**src/rtl/fast_fifo_drain.sv**
```systemverilog
// Consumer-side drain for FastFIFO: credit-limited read requests, in-flight tracking
// over the fixed read latency, and a small skid queue presented as a valid/ready stream.
module fast_fifo_drain #(
  parameter int WIDTH           = 20,
  parameter int READ_LATENCY    = 0,
  parameter int SKID_DEPTH_LOG2 = 2
) (
  input  logic             clk,
  input  logic             rst_n,
  input  logic             drainEnable,
  input  logic             fifoEmpty,
  output logic             fifoReadRequest,
  input  logic [WIDTH-1:0] fifoDataOut,
  input  logic             fifoDataOutValid,
  output logic [WIDTH-1:0] outData,
  output logic             outValid,
  input  logic             outReady,
  output logic             quiescent,
  output logic             protocolError
);

  localparam int SKID_ENTRIES = 1 << SKID_DEPTH_LOG2;
  localparam logic [SKID_DEPTH_LOG2:0] SKID_FULL = (SKID_DEPTH_LOG2+1)'(SKID_ENTRIES);

  localparam logic [1:0] RUN      = 2'd0;
  localparam logic [1:0] STOPPING = 2'd1;
  localparam logic [1:0] STOPPED  = 2'd2;

  generate
    if (SKID_ENTRIES < READ_LATENCY + 1 || READ_LATENCY > 8) begin : g_bad_cfg
      $error("fast_fifo_drain: skid queue too small for READ_LATENCY, or READ_LATENCY > 8");
    end
  endgenerate

  logic [WIDTH-1:0]           skid [SKID_ENTRIES];
  logic [SKID_DEPTH_LOG2-1:0] wr_ptr;
  logic [SKID_DEPTH_LOG2-1:0] rd_ptr;
  logic [SKID_DEPTH_LOG2:0]   skid_count;
  logic [1:0]                 state;
  logic [3:0]                 ignore_cnt;
  logic [3:0]                 pending;
  logic                       due;
  logic [7:0]                 credit_sum;
  logic                       credit_ok;
  logic                       pop;
  logic                       arrive;
  logic                       overflow;
  logic                       error_now;
  logic                       push;

  // One bit per issued request; the oldest bit marks the word that should return now.
  generate
    if (READ_LATENCY > 0) begin : g_pipe
      logic [READ_LATENCY-1:0] req_pipe;

      always_ff @(posedge clk or negedge rst_n) begin
        if (!rst_n) req_pipe <= '0;
        else        req_pipe <= (req_pipe << 1) | READ_LATENCY'(fifoReadRequest);
      end

      always_comb begin
        pending = '0;
        for (int i = 0; i < READ_LATENCY; i++) pending = pending + 4'(req_pipe[i]);
      end

      assign due = req_pipe[READ_LATENCY-1];
    end else begin : g_nopipe
      assign pending = '0;
      assign due     = fifoReadRequest;
    end
  endgenerate

  assign credit_sum      = 8'(skid_count) + 8'(pending);
  assign credit_ok       = credit_sum < 8'(SKID_ENTRIES);
  assign fifoReadRequest = rst_n && (state == RUN) && !fifoEmpty && credit_ok;

  assign outValid  = (skid_count != '0);
  assign outData   = skid[rd_ptr];
  assign pop       = outValid && outReady;
  assign quiescent = (pending == '0) && (skid_count == '0) && !fifoReadRequest;

  // Words still returning from before a reset are swallowed silently during ignore_cnt.
  assign arrive    = fifoDataOutValid && (ignore_cnt == '0);
  assign overflow  = (skid_count == SKID_FULL) && !pop;
  assign error_now = arrive && (!due || overflow);
  assign push      = arrive && !error_now;

  always_ff @(posedge clk or negedge rst_n) begin
    if (!rst_n) begin
      for (int i = 0; i < SKID_ENTRIES; i++) skid[i] <= '0;
      wr_ptr        <= '0;
      rd_ptr        <= '0;
      skid_count    <= '0;
      state         <= RUN;
      ignore_cnt    <= 4'(READ_LATENCY);
      protocolError <= 1'b0;
    end else begin
      if (ignore_cnt != '0) ignore_cnt <= ignore_cnt - 1'b1;

      if (push) begin
        skid[wr_ptr] <= fifoDataOut;
        wr_ptr       <= wr_ptr + 1'b1;
      end
      if (pop) rd_ptr <= rd_ptr + 1'b1;

      if (push && !pop)      skid_count <= skid_count + 1'b1;
      else if (pop && !push) skid_count <= skid_count - 1'b1;

      if (error_now) protocolError <= 1'b1;

      case (state)
        RUN:      if (!drainEnable) state <= STOPPING;
        STOPPING: if (drainEnable) state <= RUN;
                  else if (pending == '0) state <= STOPPED;
        STOPPED:  if (drainEnable) state <= RUN;
        default:  state <= RUN;
      endcase
    end
  end

endmodule

```
**config.mk**
```make
export PLATFORM = sky130hd
export DESIGN_NAME = fast_fifo_drain
export DESIGN_NICKNAME = d
export VERILOG_FILES = /design/src/rtl/fast_fifo_drain.sv
export SDC_FILE = /design/constraint.sdc
export NUM_CORES = 1
export LEC_CHECK = 0
export BUFFER_PORTS_ARGS = -buffer_cell sky130_fd_sc_hd__buf_4
export CORE_UTILIZATION = 50
export CTS_BUF_LIST = sky130_fd_sc_hd__clkbuf_16
export DETAILED_ROUTE_END_ITERATION = 16
export PLACE_DENSITY = 0.73
export SLEW_MARGIN = 40
export SYNTH_ARGS = -nofsm -noshare
export SYNTH_HDL_FRONTEND = slang
export SYNTH_SLANG_ARGS = --single-unit
```
**constraint.sdc**
```tcl
create_clock -name clk -period 6.13 [get_ports clk]
set_input_delay 0.9195 -clock clk [delete_from_list [all_inputs] [get_ports clk]]
set_output_delay 0.9195 -clock clk [all_outputs]
set_load 0.01 [all_outputs]
```
# [Word-level counts from Yosys, hierarchy flattened]
# Index checks and enable logic that the tools add are counted.
[word_totals] register_bits=94 in_bits=26 output_inout_bits=24 word_cells=63
[classes] n_addsub=5 n_lt_le_gt_ge=4 n_eq_ne=5 muxes=12 bitwise_logic=2 n_reduce_logical=25
[ops] cell="$bwmux 80" count=1
[ops] cell="$mux 20" count=3
[ops] cell="$bmux 20 s2" count=1
[ops] cell="$demux 20 s2" count=1
[ops] cell="$logic_and 1x1->1" count=12
[ops] cell="$ge 3x3->1 const B" count=2
[ops] cell="$mux 2" count=3
[ops] cell="$mux 3" count=2
[ops] cell="$not 2->3" count=2
[ops] cell="$pmux 2 s3" count=1
[ops] cell="$logic_not 1->1" count=5
[ops] cell="$add 2x1->2 const B" count=2
[ops] cell="$logic_not 4->1" count=1
[ops] cell="$ne 2x2->1 const B" count=2
[ops] cell="$reduce_bool 4->1" count=1
[ops] cell="$sub 4x1->4 const B" count=1
[ops] cell="$add 3x1->3 const B" count=1
[ops] cell="$eq 3x3->1 const B" count=1
[ops] cell="$logic_not 3->1" count=1
[ops] cell="$lt 3x1->1 const B" count=1
[ops] cell="$lt 3x3->1 const B" count=1
[ops] cell="$reduce_bool 3->1" count=1
[ops] cell="$sub 3x1->3 const B" count=1
[ops] cell="$eq 2x1->1 const B" count=1
[ops] cell="5 further kinds" count=5

# [Depth between registers and ports, before layout]
# Gate-level depths: netlist (run 1).
[logic_depth] depth_word=13 mapped_depth=10 mapped_depth_nobuf=10

# [Worst setup path after synthesis (run 1)]
# No wires, ideal clock.
[synth_path] kind="in2reg" start="in fifoEmpty" end="reg skid_count[2]" setup_ns=0.079 t_arrival_ns=2.559 t_required_ns=6.051 setup_slack_ns=3.492 stages=8 n_path_buf=0 path_cell_list="nor4_4 > and3_1 > ha_1 > inv_1 > fa_1 > xor2_1 > nor2_1 > xor2_1"
[synth_between] elab_chain_len=11
[synth_lines] element="start: declaration" line_no="11" text="input logic fifoEmpty,"
[synth_lines] element="$logic_not 1->1 *" line_no="75" text="assign fifoReadRequest = rst_n && (state == RUN) && !fifoEmpty && credit_ok;"
[synth_lines] element="$logic_and 1x1->1 * (2 in a row)" line_no="75"
[synth_lines] element="$logic_not 1->1 *" line_no="85" text="assign error_now = arrive && (!due || overflow);"
[synth_lines] element="$logic_or 1x1->1 *" line_no="85"
[synth_lines] element="$logic_and 1x1->1 *" line_no="85"
[synth_lines] element="$logic_not 1->1 *" line_no="86" text="assign push = arrive && !error_now;"
[synth_lines] element="$logic_and 1x1->1 *" line_no="86"
[synth_lines] element="via push" line_no="49" text="logic push;"
[synth_lines] element="$logic_not 1->1" line_no="107" text="else if (pop && !push) skid_count <= skid_count - 1'b1;"
[synth_lines] element="$logic_and 1x1->1" line_no="107"
[synth_lines] element="$reduce_bool 2->1 (no source line)"
[synth_lines] element="end signal: assignment" line_no="106" text="if (push && !pop) skid_count <= skid_count + 1'b1;"
[synth_lines] element="end signal: assignment" line_no="107"
[synth_lines] element="end: declaration" line_no="38" text="logic [SKID_DEPTH_LOG2:0] skid_count;"
# The timed path passes the listed nets; every way through them passes the cells marked *.
# A chain may end at the register's enable or synchronous reset.

# [Final worst setup path (run 1)]
[layout_path] start="reg rd_ptr[0]" end="out outData[17]"
[layout_between] elab_chain_len=4
[layout_lines] element="start: declaration" line_no="37" text="logic [SKID_DEPTH_LOG2-1:0] rd_ptr;"
[layout_lines] element="start signal: assignment" line_no="104" text="if (pop) rd_ptr <= rd_ptr + 1'b1;"
[layout_lines] element="$not 2->3 (not written as such)" line_no="78" text="assign outData = skid[rd_ptr];"
[layout_lines] element="$bmux 20 s2" line_no="78"
[layout_lines] element="$mux 20 (not written as such) (2 in a row)" line_no="78"
[layout_lines] element="end: declaration" line_no="15" text="output logic [WIDTH-1:0] outData,"
# No other way between the ends. The select of a mux whose other input is x is not followed.

==> results.md, run 1 <==
- Die W: 97.1 um
- Dpl ws: 3.05 ns
- Worst-skew pair later-pin latency: 0.34 ns
- Layout Nets: 340
- Pwr dens: 494 nW/um2
- Hold Fails Final Rpt: 0
- MaxCap Viol Count: 0
- CTS Buffer Depth: 2
- LEAKAGE: 2.74 nW
- Post-synth top cells: dfrtp_1, mux2_4, mux4_2
- Initial antenna violation count: 0
- XOR/XNOR Fraction of Synth Area: 1.55%
- Compound-Gate Fraction of Synth Area: 0.443%
- Mapped cell area: 4520 um2
- Initial core utilization: 51.8%
- Hold endpoint: protocolError$_DFFE_PN0P_
- Worst min path class: register to register
- Post-Syn Nets: 289
- Main synth FF type: dfrtp_1
- VDD IR-drop max: 0.205 mV
- Post-synth EDFFs: 0
- Drt via density: 5.41
- Syn-to-layout area delta: 17.1%
- CTS tree: yes
- Flops & latches, synth: 94
- Peak fanout along the critical path: 14
- Setup TNS: 0 ns
- Wire per inst: 19.4 um
- Yosys warning total: 0
- GRT Max-Usage Layer: met2
- Slew margin rel.: 58.0%
- Full die area: 9420 um2
- Largest family of logic cells by synthesized area: multiplexers
- Clk_skew: 0.00695 ns
- Reg2reg start: ignore_cnt[0]$_DFFE_PN0P_
- Total CTS buffers: 9
- Mux contribution to synthesized area: 37.3%
- Path depth of the worst reg2reg path: 10
- CTS root buf: clkbuf_16
- Largest net degree at the start of global routing: 68
- Asr flop ratio synth: 100%
- First drt pass iteration count: 4
- Cell total after placement: 403
- Reg-to-Reg End: skid_count[2]$_DFFE_PN0P_
- Count of pins over their slew limit: 0
- Adder-Cell Fraction of Synth Area: 2.38%
- Final period utilization: 49.9%
- GP Congestion: 0.685
- CTS sink count: 94
- Overflow after GRT: 0
- Routed wire length: 8140 um
- Max Fclk: 327 MHz
- # setup viols final: 0
- Kind of critical path: register to primary output
- Worst path required time: 5.21 ns
- Hold buffers post-CTS: 0
- Top cell type's share of synthesized area: 52.0%
- RSZ-0062 raised after global routing: false
- # IOs: 50
- Mean Syn Cell Area: 17.7 um2
- Worst-path clk slew: 0.06 ns
- Via Count: 2266
- Post-Syn Instances: 255
- FILL cells: 650
- Hold depth: 1
- Share of cells above drive strength 1: 56.6%
- DP HPWL: 5120 um
- GR Layer Usage met3: 3.67%
- Post-Synth Simple-Gate Area: 3.35%
- H-tree levels: 3
- Unique cell type count in the Yosys netlist: 25
- Gr usage total: 18.9%
- FF-to-FF setup slack: 3.59 ns
- Post-synthesis sequential area ratio: 52.0%
- First-pass GRT wire length: 13800 um
- Most numerous cell in the Yosys netlist: dfrtp_1
- Hold_sp: protocolError$_DFFE_PN0P_
- GR Layer Usage met2: 29.7%
- Number of global-route vias before repair: 2555
- Met1 usage: 26.3%
- Initial DRC count: 80
- Row count: 34
- Outcome: complete, no violations
- Core ar.: 8720 um2
- Least-Margin Pin Slew: 0.628 ns
- Area contributors post-synth: dfrtp_1, mux2_4, mux4_2, buf_6, ha_1
- ANT nets after route: 0
- Setup Buffers After CTS: 0
- Arr. time, crit path: 2.14 ns
- Die height: 97.1 um
- Worst setup margin: 3.07 ns
- DP Area: 4960 um2
- Min Tclk post-route: 3.06 ns
- Crit path launch type: register
- Post-CTS resize count: 0
- Residual DRC count: 0
- Hold_ws: 0.473 ns
- Final std cells w/o fill: 419
- Fin area: 5290 um2
- Largest area contributor in the netlist: dfrtp_1
- # diodes: 0
- Critical Path Sink Type: primary output
- Port buffer count: 49
cell type report:
| class | instances | area [um2] | area share (%) |
|---|---|---|---|
| clock inverter | 7 | 97.6 | 1.84 |
| timing repair buffer | 52 | 394 | 7.45 |
| sequential | 94 | 2350 | 44.5 |
| multi-input combinational | 142 | 2060 | 38.9 |
| clock buffer | 9 | 225 | 4.26 |
| inverter | 7 | 26.3 | 0.497 |
| tap | 108 | 135 | 2.55 |
placed cells by master, fill, tap and decap left out, types with 2 or more instances in the layout:
cell type and n:
xor2_1 2, nand4_4 3, clkinv_4 2, mux2_2 2, xnor2_1 6, nor3_1 2, nand2_1 2, bufinv_16 2
ha_1 7, nor2_1 4, mux2_4 80, clkbuf_16 9, inv_1 7, a21o_1 2, nand3_1 2, mux4_2 20
or3_1 2, dfrtp_1 93, buf_4 51
flip-flops by register name (all words and copies together) (netlist names):
signal	flops
skid	80
protocolError	1
rd_ptr	2
ignore_cnt	4
state	2
wr_ptr	2
skid_count	3
through the flow:
step	utilization [%]	total power, mW
after detailed placement	56.9	2.03
after floorplan	-	1.70
after CTS	60.6	2.64
after global routing	60.7	2.75
final	60.7	2.61
after global placement	56.6	1.99
critical path: stages, from the launching register on:
cell and delay [ns]:
dfrtp_1 0.68, buf_4 0.39, mux4_2 0.57, buf_4 0.16
power by group:
group / internal [mW] / switching, mW
sequential: 0.873 / 0.199
combinational: 0.647 / 0.295
clock: 0.359 / 0.239
total: 1.88 / 0.733
layer usage:
layer	up-vias	share of wire, %
met5	-	0
met4	0	1.6
met3	11	2.9
met2	29	48
met1	1189	47
li1	1037	-
cells by family (layout without fill, tap and decap cells):
| group | after synthesis | in the layout |
|---|---|---|
| muxes | 103 | 103 |
| DFF | 94 | 94 |
| and+or+nand+nor | 20 | 20 |
| buffers and inverters | 19 | 75 |
| adders and majority gates | 8 | 8 |
| xor gates and xnor gates | 8 | 8 |
| AOI/OAI and AO/OA | 3 | 3 |
worst max-delay path by stage:
stage                                     start  slack (ns)                   endpoint
after floorplan                       fifoEmpty        3.49  skid_count[2]$_DFFE_PN0P_
after global placement                fifoEmpty        2.99       skid[26]$_DFFE_PN0P_
after detailed placement              fifoEmpty        3.05  skid_count[2]$_DFFE_PN0P_
after CTS                 rd_ptr[0]$_DFFE_PN0P_        2.99                outData[17]
after global routing      rd_ptr[0]$_DFFE_PN0P_        2.90                outData[17]
final                     rd_ptr[0]$_DFFE_PN0P_        3.07                outData[17]
(Power assumes the default switching activity.)
==> run 2, diff against run 1 <==
--- a/config.mk
+++ b/config.mk
@@ -5,11 +5,12 @@
 export SDC_FILE = /design/constraint.sdc
 export NUM_CORES = 1
 export LEC_CHECK = 0
+export ABC_AREA = 1
 export BUFFER_PORTS_ARGS = -buffer_cell sky130_fd_sc_hd__buf_4
 export CORE_UTILIZATION = 50
 export CTS_BUF_LIST = sky130_fd_sc_hd__clkbuf_16
 export DETAILED_ROUTE_END_ITERATION = 16
-export PLACE_DENSITY = 0.73
+export PLACE_DENSITY = 0.76
 export SLEW_MARGIN = 40
 export SYNTH_ARGS = -nofsm -noshare
 export SYNTH_HDL_FRONTEND = slang
==> constraint.sdc (replaced) <==
create_clock -name clk -period 2.7 [get_ports clk]
set_input_delay 0.405 -clock clk [delete_from_list [all_inputs] [get_ports clk]]
set_output_delay 0.405 -clock clk [all_outputs]
set_load 0.01 [all_outputs]
==> run 2 against run 1 <==
  * First-iteration DRC count grew to 4.6 times the previous value
  * Via count grew 72%
  * Largest power group is now combinational logic
  * Total power rose by 130%
  * Synthesized cell count increased by 110%
  * Largest cell class unchanged
  * Clock-buffer cell count did not move
  * Clock power grew 110%
  * Critical endpoint is now outData[2]
==> results.md, run 2 <==
- Critical path destination: outData[2] (was outData[17])
- Post-synth EDFFs: 0 (unchanged)
- Initial core utilization: 51.2% (was 51.8%)
- Main synth FF type: dfrtp_1 (unchanged)
- Critical path's slowest cell: dfrtp_1 (unchanged)
- Via Count: 3904 (was 2266)
- Met2 wire length: 5620 um (was 3940 um)
- Hold Fails Final Rpt: 0 (unchanged)
- CTS Buffer Depth: 2 (unchanged)
- Syn-to-layout area delta: 16.4% (was 17.1%)
- Most numerous cell in the Yosys netlist: nand2_1 (was dfrtp_1)
- Setup Buffers After CTS: 0 (unchanged)
- MaxCap Viol Count: 0 (unchanged)
- Gr usage total: 27.0% (was 18.9%)
- CP cell instances: inv_1, buf_12, o21ai_0, o22ai_1, buf_4 (was buf_4, mux4_2, buf_4)
- Port buffer count: 49 (unchanged)
- CP peak stage delay: 0.38 ns (was 0.68 ns)
- Crit path launch type: register (unchanged)
- Outcome: complete, no violations (unchanged)
- Pwr dens: 1180 nW/um2 (was 494 nW/um2)
- CTS sink count: 94 (unchanged)
- LEAKAGE: 2.71 nW (was 2.74 nW)
- First drt pass iteration count: 5 (was 4)
- Worst path required time: 2.30 ns (was 5.21 ns)
- Least-Margin Pin Slew: 0.819 ns (was 0.628 ns)
- Post-Syn Instances: 536 (was 255)
- Drt via density: 5.69 (was 5.41)
- Most common cell after layout, fill and taps aside: nand2_1 (was dfrtp_1)
- FF-to-FF setup slack: 0.66 ns (was 3.59 ns)
- Area contributors post-synth: dfrtp_1, nand2_1, nand3_1, o21ai_0, nor2_1 (was dfrtp_1, mux2_4, mux4_2, buf_6, ha_1)
- Die W: 96.2 um (was 97.1 um)
- Worst path buffer plus inverter count: 3 (was 2)
- Flops & latches, synth: 94 (unchanged)
- Core ar.: 8680 um2 (was 8720 um2)
- Arr. time, crit path: 1.84 ns (was 2.14 ns)
- Largest area contributor in the netlist: dfrtp_1 (unchanged)
- Overflow after GRT: 0 (unchanged)
- Mean Syn Cell Area: 8.28 um2 (was 17.7 um2)
- Setup TNS: 0 ns (unchanged)
- CTS root buf: clkbuf_16 (unchanged)
- Residual DRC count: 0 (unchanged)
- Die height: 96.2 um (was 97.1 um)
- Hold buffers post-CTS: 0 (unchanged)
- Path depth of the worst reg2reg path: 10 (unchanged)
- Total CTS buffers: 9 (unchanged)
- GP Congestion: 0.785 (was 0.685)
- DP HPWL: 6830 um (was 5120 um)
- Worst min path class: primary input to asynchronous set/reset pin (was register to register)
- Number of global-route vias before repair: 3809 (was 2555)
- Max Fclk: 445 MHz
- Worst-skew pair later-pin latency: 0.34 ns (about the same)
- Slew margin rel.: 45.4% (was 58.0%)
- Top cell type's share of synthesized area: 53.0% (was 52.0%)
- H-tree levels: 3 (unchanged)
- Kind of critical path: register to primary output (unchanged)
- Biggest register: skid (unchanged)
- Cell total after placement: 670 (was 403)
- RSZ-0062 raised after global routing: false (unchanged)
- Top flop regs: skid (80), ignore_cnt (4), skid_count (3) (unchanged)
- Largest net degree at the start of global routing: 84 (was 68)
- Largest delay share family, worst path: buffers and inverters (was flip-flops)
- # IOs: 50 (unchanged)
- Post-CTS resize count: 0 (unchanged)
- VDD IR-drop max: 0.585 mV (was 0.205 mV)
- Row count: 34 (unchanged)
- Final std cells w/o fill: 686 (was 419)
- Unique cell type count in the Yosys netlist: 23 (was 25)
- ANT nets after route: 0 (unchanged)
- Final period utilization: 83.3%
- Clk_skew: 0.00633 ns (was 0.00695 ns)
- Post-Syn Nets: 570 (was 289)
- CTS tree: yes (unchanged)
- DP Area: 4880 um2 (was 4960 um2)
- Count of pins over their slew limit: 0 (unchanged)
- Worst setup startpoint: rd_ptr[0]$_DFFE_PN0P_ (unchanged)
- # setup viols final: 0 (unchanged)
- Fin area: 5170 um2 (was 5290 um2)
- Asr flop ratio synth: 100% (unchanged)
- Wire per inst: 16.8 um (was 19.4 um)
- Worst-path clk slew: 0.07 ns (was 0.06 ns)
- Peak fanout along the critical path: 29 (was 14)
- # diodes: 0 (unchanged)
- Initial antenna violation count: 0 (unchanged)
- Initial DRC count: 365 (was 80)
- Reg-to-Reg End: skid_count[2]$_DFFE_PN0P_ (unchanged)
- Layout Nets: 607 (was 340)
- Max reg flops: 80 (unchanged)
- Reg2reg start: ignore_cnt[0]$_DFFE_PN0P_ (unchanged)
- Share of cells above drive strength 1: 15.1% (was 56.6%)
- Post-synth top cells: nand2_1, dfrtp_1, nand3_1 (was dfrtp_1, mux2_4, mux4_2)
- DRT met1 WL: 4880 um (was 3830 um)
- Min Tclk post-route: 2.25 ns
- First-pass GRT wire length: 18500 um (was 13800 um)
- Crit path depth: 5 (was 3)
- Pwr Total: 6.08 mW (was 2.61 mW)
- Uppermost layer routed: met4 (unchanged)
- Full die area: 9260 um2 (was 9420 um2)
- Routed wire length: 11500 um (was 8140 um)
- WL met3: 762 um (was 240 um)
- Post-synthesis sequential area ratio: 53.0% (was 52.0%)
- Mapped cell area: 4440 um2 (was 4520 um2)
- Critical Path Sink Type: primary output (unchanged)
- Yosys warning total: 0 (unchanged)
- Most frequent cells in the layout: nand2_1, dfrtp_1, nand3_1, buf_4, nor2_1 (was dfrtp_1, mux2_4, buf_4, mux4_2, clkbuf_16)
-- run 2: worst min path at each step --
stage	from	endpoint	slack [ns]	cells after the start
3_5_place_dp	skid[27]$_DFFE_PN0P_	skid[27]$_DFFE_PN0P_	0.45	2
3_3_place_gp	skid[24]$_DFFE_PN0P_	skid[24]$_DFFE_PN0P_	0.45	2
4_1_cts	rst_n	skid[25]$_DFFE_PN0P_	0.13	2
6_report	rst_n	skid[45]$_DFFE_PN0P_	0.12	2
5_1_grt	rst_n	skid[45]$_DFFE_PN0P_	0.15	2
2_1_floorplan	rst_n	ignore_cnt[0]$_DFFE_PN0P_	0.11	0
-- run 2: through the flow --
step / hold WS [ns] / util, % / setup slack [ns]
finish: 0.122 / 59.6 / 0.452
global route: 0.154 / 59.6 / 0.379
CTS: 0.130 / 59.5 / 0.481
floorplan: 0.109 / - / 0.557
detailed placement: 0.453 / 56.2 / 0.667
global placement: 0.448 / 56.2 / 0.704
-- run 2: power breakdown --
part	leakage [nW]	internal (mW)	switching [mW]	total [mW]
combinational	1.33	0.989	1.53	2.52
sequential	1.24	2.00	0.330	2.33
clock	0.137	0.647	0.582	1.23
-- run 2: area by class of cell --
class                   count  area [um2]
clock inverters             7        63.8
well taps                 108         135
clock buffers               9         225
flip-flops and latches     94        2350
repair buffers             63         502
multi-input cells         393        1850
inverters                  12        45.0
fillers                   769        3510
-- run 2: kinds of logic after synthesis --
family	after synthesis	share of synthesized area, %
fa+ha+maj	8	2.42
simple gates	311	29.4
xor+xnor	6	1.18
mux	1	0.254
compound gates	67	8.17
flops	94	53.0
buf+inv	49	5.64
-- run 2: layer usage --
layer  vias up  global-route usage (%)
li1       1828                       -
met4         0                    9.95
met3        24                    5.13
met1      1888                    35.5
met5         -                       0
met2       164                    44.1
-- run 2: worst reg2reg max path: stages, from the launching register on --
cell and delay, ns:
dfrtp_1 0.39, inv_1 0.11, ha_1 0.19, nand3_2 0.13, nor2_4 0.13, ha_1 0.14
inv_1 0.06, fa_1 0.38, a21oi_1 0.14, o21ai_0 0.11, xor2_1 0.15
